<file path="src/rtl/scrambler_frame_ctrl.sv">
`default_nettype none
// ============================================================================
// Module   : scrambler_frame_ctrl
// Purpose  : Frame sequencer in front of a bit-serial scrambler. On start it
//            clears the scrambler LFSR, sends a fixed preamble so the far-end
//            self-synchronising descrambler can lock, then streams a
//            programmable number of payload bits from a valid/ready source.
// Ports    : clk_i, rst_i        clock (rising edge), synchronous reset (high)
//            start_i, abort_i    frame start (IDLE only) / frame abandon
//            len_i               payload length in bits, latched on start
//            bit_i, bit_valid_i  payload source bit and its valid
//            bit_ready_o         payload bit accepted this cycle (with valid)
//            scr_clr_o           scrambler LFSR clear pulse
//            scr_en_o, scr_bit_o scrambler advance enable and input bit
//            sof_o, eof_o        first preamble bit / last bit of frame
//            busy_o, done_o      not idle / one-cycle normal-completion pulse
// Revision : 1.0 - initial release
// ============================================================================
module scrambler_frame_ctrl #(
  parameter int                 PRE_LEN     = 16,
  parameter logic [PRE_LEN-1:0] PRE_PATTERN = 16'hA5F0,
  parameter int                 LEN_W       = 12
) (
  input  logic             clk_i,
  input  logic             rst_i,
  input  logic             start_i,
  input  logic             abort_i,
  input  logic [LEN_W-1:0] len_i,
  input  logic             bit_i,
  input  logic             bit_valid_i,
  output logic             bit_ready_o,
  output logic             scr_clr_o,
  output logic             scr_en_o,
  output logic             scr_bit_o,
  output logic             sof_o,
  output logic             eof_o,
  output logic             busy_o,
  output logic             done_o
);

  localparam int PRE_CNT_W = $clog2(PRE_LEN);

  localparam logic [2:0] c_ST_IDLE  = 3'd0;
  localparam logic [2:0] c_ST_CLEAR = 3'd1;
  localparam logic [2:0] c_ST_PRE   = 3'd2;
  localparam logic [2:0] c_ST_PAY   = 3'd3;
  localparam logic [2:0] c_ST_DONE  = 3'd4;

  localparam logic [PRE_CNT_W-1:0] c_PRE_LAST = PRE_CNT_W'(PRE_LEN - 1);

  logic [2:0]           state_q,   state_d;
  logic [PRE_CNT_W-1:0] pre_cnt_q, pre_cnt_d;
  logic [LEN_W-1:0]     pay_cnt_q, pay_cnt_d;
  logic [LEN_W-1:0]     len_q,     len_d;
  // Preamble is shifted out MSB first; loading it in CLEAR avoids a
  // variable-index mux on the pattern constant.
  logic [PRE_LEN-1:0]   pre_sh_q,  pre_sh_d;

  logic w_pre_last;
  logic w_len_zero;
  logic w_pay_last;
  logic w_xfer;

  assign w_pre_last = (pre_cnt_q == c_PRE_LAST);
  assign w_len_zero = (len_q == '0);
  // Compared in LEN_W bits so an all-ones length ends on count 2**LEN_W-2
  // without the counter ever wrapping.
  assign w_pay_last = (pay_cnt_q == (len_q - LEN_W'(1)));
  assign w_xfer     = (state_q == c_ST_PAY) & bit_valid_i & ~abort_i;

  // --------------------------------------------------------------------------
  // State and counter registers
  // --------------------------------------------------------------------------
  always_ff @(posedge clk_i) begin
    if (rst_i) begin
      state_q   <= c_ST_IDLE;
      pre_cnt_q <= '0;
      pay_cnt_q <= '0;
      len_q     <= '0;
      pre_sh_q  <= '0;
    end else begin
      state_q   <= state_d;
      pre_cnt_q <= pre_cnt_d;
      pay_cnt_q <= pay_cnt_d;
      len_q     <= len_d;
      pre_sh_q  <= pre_sh_d;
    end
  end

  // --------------------------------------------------------------------------
  // Next-state logic
  // --------------------------------------------------------------------------
  always_comb begin
    state_d   = state_q;
    pre_cnt_d = pre_cnt_q;
    pay_cnt_d = pay_cnt_q;
    len_d     = len_q;
    pre_sh_d  = pre_sh_q;

    case (state_q)
      c_ST_IDLE: begin
        if (start_i) begin
          len_d   = len_i;
          state_d = c_ST_CLEAR;
        end
      end
      c_ST_CLEAR: begin
        pre_cnt_d = '0;
        pre_sh_d  = PRE_PATTERN;
        state_d   = c_ST_PRE;
      end
      c_ST_PRE: begin
        pre_cnt_d = pre_cnt_q + PRE_CNT_W'(1);
        pre_sh_d  = {pre_sh_q[PRE_LEN-2:0], 1'b0};
        if (w_pre_last) begin
          pay_cnt_d = '0;
          state_d   = w_len_zero ? c_ST_DONE : c_ST_PAY;
        end
      end
      c_ST_PAY: begin
        if (w_xfer) begin
          pay_cnt_d = pay_cnt_q + LEN_W'(1);
          if (w_pay_last) begin
            state_d = c_ST_DONE;
          end
        end
      end
      c_ST_DONE: begin
        state_d = c_ST_IDLE;
      end
      default: begin
        state_d = c_ST_IDLE;
      end
    endcase

    // Abort overrides every transition out of a busy state.
    if (abort_i && (state_q != c_ST_IDLE)) begin
      state_d = c_ST_IDLE;
    end
  end

  // --------------------------------------------------------------------------
  // Output logic (no combinational path from start_i)
  // --------------------------------------------------------------------------
  always_comb begin
    bit_ready_o = 1'b0;
    scr_clr_o   = 1'b0;
    scr_en_o    = 1'b0;
    scr_bit_o   = 1'b0;
    sof_o       = 1'b0;
    eof_o       = 1'b0;
    busy_o      = 1'b0;
    done_o      = 1'b0;

    case (state_q)
      c_ST_CLEAR: begin
        busy_o    = 1'b1;
        scr_clr_o = 1'b1;
      end
      c_ST_PRE: begin
        busy_o    = 1'b1;
        scr_en_o  = ~abort_i;
        scr_bit_o = pre_sh_q[PRE_LEN-1];
        sof_o     = ~abort_i & (pre_cnt_q == '0);
        eof_o     = ~abort_i & w_pre_last & w_len_zero;
      end
      c_ST_PAY: begin
        busy_o      = 1'b1;
        bit_ready_o = ~abort_i;
        scr_en_o    = w_xfer;
        scr_bit_o   = bit_i;
        eof_o       = w_xfer & w_pay_last;
      end
      c_ST_DONE: begin
        busy_o = 1'b1;
        done_o = ~abort_i;
      end
      default: begin
        busy_o = 1'b0;
      end
    endcase
  end

endmodule
`default_nettype wire
</file>
<file path="config.mk">
export PLATFORM = sky130hd
export DESIGN_NAME = scrambler_frame_ctrl
export DESIGN_NICKNAME = d
export VERILOG_FILES = /design/src/rtl/scrambler_frame_ctrl.sv
export SDC_FILE = /design/constraint.sdc
export NUM_CORES = 1
export LEC_CHECK = 0
export BUFFER_PORTS_ARGS = -buffer_cell sky130_fd_sc_hd__buf_2
export CAP_MARGIN = 20
export CORE_UTILIZATION = 30
export CTS_CLUSTER_DIAMETER = 50
export DETAILED_ROUTE_END_ITERATION = 12
export SLEW_MARGIN = 10
export SYNTH_ARGS = -nofsm -noshare
export SYNTH_HDL_FRONTEND = slang
export SYNTH_SLANG_ARGS = --single-unit
</file>
<file path="constraint.sdc">
create_clock -name clk_i -period 5.9 [get_ports clk_i]
set_clock_uncertainty 0.1 [all_clocks]
set_input_delay 1.77 -clock clk_i [delete_from_list [all_inputs] [get_ports clk_i]]
set_output_delay 1.77 -clock clk_i [all_outputs]
set_load 0.02 [all_outputs]
</file>
-- Word-level counts from Yosys, hierarchy flattened
Index checks and enable logic that the tools add are counted.
- shifts and indexed selects: 0
- $mul: 0
- equal/unequal tests: 10
- bitwise logic cells: 7
- divide/modulo/power cells: 0
- muxes and demuxes: 19
- $add $sub $neg: 3
- order comparisons: 0
- reductions and logical operators: 12
- operators by type and width (cell ; count):
    16-bit case mux with 2 select lines ; 1
    12-bit two-way mux ; 2
    12-bit case mux with 2 select lines ; 1
    3-bit two-way mux ; 5
    12-bit by 1-bit adder with 12-bit output, second input constant ; 1
    12-bit equality test ; 1
    12-bit zero test ; 1
    3-bit case mux with 4 select lines ; 1
    12-bit by 1-bit subtractor with 12-bit output, second input constant ; 1
    2-bit inequality test, second input constant ; 4
    4-bit case mux with 2 select lines ; 1
    1-bit bitwise AND ; 6
    3-bit by 2-bit equality test with 1-bit output, second input constant ; 2
    1-bit case mux with 2 select lines ; 3
    1-bit two-way mux ; 5
    4-bit by 1-bit adder with 4-bit output, second input constant ; 1
    4-bit equality test, second input constant ; 1
    4-bit zero test ; 1
    4-bit AND reduction ; 1
    2-bit nonzero test ; 2
    4-bit OR reduction ; 1
    3-bit by 1-bit equality test with 1-bit output, second input constant ; 1
    3-bit equality test, second input constant ; 1
    3-bit zero test ; 1
    6 further kinds ; 6
- ROM bits: 0
- flip-flop bits (word level): 47
- output and inout port bits: 8
- memory bits (writable): 0
- logic and storage cells: 56
- memories: 0
- input bits: 18
- bits in latches: 0

-- Depth between registers and ports, before layout
- word-level depth: 5
- gate-level depth with buffers: 8
- gate-level depth less buffers: 8

-- Worst setup path before layout
Ideal clock, no wire load.
- kind: input port to output port
- start: input port abort_i
- end: output port eof_o
- arrival: 3119 ps
- buffers on the path: 1
- required time: 4030 ps
- path slack: 911 ps
- stages on the path: 6
- cell sequence: buf_4 nand2b_1 nor4_1 o2111ai_1 nor4_4 or2_1
- cells in the longest elaborated chain, start to end: 4
- RTL lines (element ; RTL line ; source):
    start, declared ; 27 ; input logic abort_i,
    1-bit NOT * ; 69, 165 ;
    1-bit bitwise AND (on tied branches) ; 69, 165 ;
    1-bit bitwise AND (on tied branches) ; 172, 165 ;
    1-bit case mux with 2 select lines * ; 155 ; case (state_q)
    end, declared ; 36 ; output logic eof_o,
Mark *: on every way between the ends. The rest lies on a longest branch, timed or not.

-- Worst setup path after layout
Ends and elaborated chain as after synthesis.

==> flow_metrics.tcl <==
set metrics [dict create \
    status "finished clean" \
    synthArstFlopShare_pct 0 \
    ys.flop_type "dfxtp_1" \
    fin_crit_sh_pct 89.1 \
    relSlewSlack_pct 51.2 \
    hpwlAfterDp_um 3450 \
    synthAdderAreaFrac_pct 2.73 \
    drc 0 \
    cp_data_arrival_time_ns 3.38 \
    tns_ns 0 \
    cts-root-buf "clkbuf_8" \
    grt_use_total_pct 13.6 \
    p_leak_nw 0.991 \
    setup_violations 0 \
    die_x_um 89.5 \
    hold_violations 0 \
    h-tree-depth 2 \
    syn_avg_cell_area_sq_um 8.28 \
    vdd_ir_drop_max_mv 0.119 \
    cts_tree "done" \
    synth_cell_types 52 \
    clock_sinks 43 \
    maxCapViolations 0 \
    routedWlPerCell_um 12.4 \
    cp_slowest_cell "nor4_4" \
    crit_buf_inv 2 \
    fin_nets 318 \
    drt_first_iter_violations 73 \
    min_path_cells 2 \
    coreArea_sq_um 7330 \
    diodes 0 \
    netlist_instances 277 \
    synth-simple-area-share_pct 29.2 \
    postCtsSetupBuffers 0 \
    cp_cell_sequence "buf_2 -> nand2b_1 -> nor4_1 -> o2111ai_1 -> nor4_4 -> or2_1 -> buf_2" \
    yosysWarnings 0 \
    power_density_nw_per_um2 252 \
    min_path_type "register to register" \
    yosysSeqAreaShare_pct 37.5 \
    synthXorXnorAreaFrac_pct 9.54 \
    slew_viol_final 0 \
    area_growth_pct 12.1 \
    grt_pass1_wl_um 8370 \
    synth_mux_area_share_pct 0 \
    clock_latency_ns 0.30 \
    die_h_um 89.5 \
    worstSetupEndpointType "primary output" \
    reg2reg_depth 6 \
    path_class "input port to primary output" \
    layout-drive-gt1-share_pct 16.2 \
    cpLargestDelayFamily "simple AND/OR/NAND/NOR gates" \
    num_rows 31 \
    postRouteAntennaNets 0 \
    vias 1985 \
    io_buffers 25 \
    grt_max_degree 34 \
    synth-edff-count 0 \
    grt_overflow_total 0 \
    setup_ws_ns 0.645 \
    slowest_delay_ns 0.38 \
    rsz0062_at_grt "false" \
    timing.final.crit_period_ns 5.25 \
    synth-compound-area-share_pct 15.2 \
    pin_count 26 \
    worst-path-stages 7 \
    place_congestion 0.867 \
    synthesis.area_sq_um 2290 \
    crit_top_cell "buf_2" \
    mostFrequentLayoutCell "dfxtp_1" \
    ys_ff_latch 43 \
    cts_inserted_buffers 5 \
    start_util_pct 31.3 \
    ctsHoldBuffers 0 \
    worstMarginPinSlew_ns 0.730 \
    cts_resized 0 \
    cts.path.max_buffers 2 \
    dieArea_sq_um 8000 \
    required_ns 4.03 \
    routed_wl_um 4880 \
    syn_nets 300 \
    dpl_worst_slack_ns 0.706 \
    antenna_found_initial 0 \
    clock.fmax_mhz 190 \
    start_kind "input port" \
    synth_top_family_by_area "simple AND/OR/NAND/NOR gates" \
    crit_fanout 8 \
    clkTransAtPathRegs_ns 0.08 \
    vias_per_cell 5.03 \
    grt_pass1_vias 1808 \
    firstDrtPassIters 5 \
    layout.cells.most_common_list "dfxtp_1, nor2_1, nand2_1, buf_2, a21oi_1" \
]
[per-layer routing]
layer,vias to the layer above,track usage (%),part of all wire (%)
met4,0,5.63,2.7
met3,19,3.32,4.0
met1,910,17.7,48
li1,1003,-,-
met2,53,21.4,45
met5,-,0,0
[per-stage QoR]
| step | total power [W] | util [%] | cell area (sq um) | hold slack, ns | std cells |
|---|---|---|---|---|---|
| 4_1_cts | 0.000654 | 35.0 | 2560 | 0.404 | 394 |
| 6_report | 0.000647 | 35.1 | 2570 | 0.400 | 395 |
| 2_1_floorplan | 0.000393 | - | 2290 | 0.357 | 277 |
| 3_5_place_dp | 0.000414 | 33.4 | 2450 | 0.387 | 386 |
| 3_3_place_gp | 0.000412 | 33.4 | 2450 | 0.379 | 386 |
| 5_1_grt | 0.000679 | 35.1 | 2570 | 0.428 | 395 |
[power by group]
part	internal [W]	leakage (nW)	total [W]	switching (W)
logic	0.0000379	0.579	0.0000930	0.0000551
registers	0.000301	0.350	0.000315	0.0000133
clock network	0.000137	0.0612	0.000240	0.000103
[flip-flops by register name (all words and copies together) (netlist names)]
register   cells
len_q         12
state_q        3
pay_cnt_q     12
pre_sh_q      12
pre_cnt_q      4
[layout make-up]
type	count	area, sq um
fillers	774	4760
multi-input cells	211	1310
flip-flops and latches	43	861
repair buffers	26	133
well taps	99	124
clock buffers	6	82.6
clock inverters	2	35.0
inverters	8	30.0
[synth_stat cells (3+ instances only)]
master | n | share of area (%)
and3_1 | 4 | 1.1
xnor2_1 | 14 | 5.3
nor4b_1 | 3 | 1.1
nor2_1 | 42 | 6.9
nor3_1 | 5 | 1.1
nand3_1 | 9 | 2.0
xor2_1 | 11 | 4.2
inv_1 | 8 | 1.3
nand2_1 | 33 | 5.4
nand4_1 | 5 | 1.4
clkbuf_1 | 7 | 1.1
nor4_1 | 4 | 1.1
buf_6 | 3 | 1.5
o21ai_0 | 3 | 0.65
o22ai_1 | 8 | 2.2
a21oi_1 | 20 | 4.4
a22oi_1 | 5 | 1.6
nand2b_1 | 3 | 0.82
ha_1 | 5 | 2.7
dfxtp_1 | 43 | 38
nand3b_1 | 4 | 1.3
[final timing paths]
kind                              from                         to  slack, ns
max                            abort_i                      eof_o       0.65
min          pre_sh_q[10]$_SDFFE_PP0P_  pre_sh_q[10]$_SDFFE_PP0P_       0.40
max reg2reg    state_q[1]$_SDFFE_PP0P_  pay_cnt_q[9]$_SDFFE_PP0P_       3.40
min reg2reg  pre_sh_q[10]$_SDFFE_PP0P_  pre_sh_q[10]$_SDFFE_PP0P_       0.40
[tightest hold or removal path, stage by stage, from the launching register on]
cell,delay (ns)
dfxtp_1,0.33
o22ai_1,0.06
nor2_1,0.07
[cell families after synthesis]
| logic type | after synthesis |
|---|---|
| adders and majority gates | 5 |
| AOI/OAI and AO/OA | 53 |
| DFF | 43 |
| and+or+nand+nor | 128 |
| buffers and inverters | 23 |
| xor gates and xnor gates | 25 |
(Power assumes the default switching activity.)
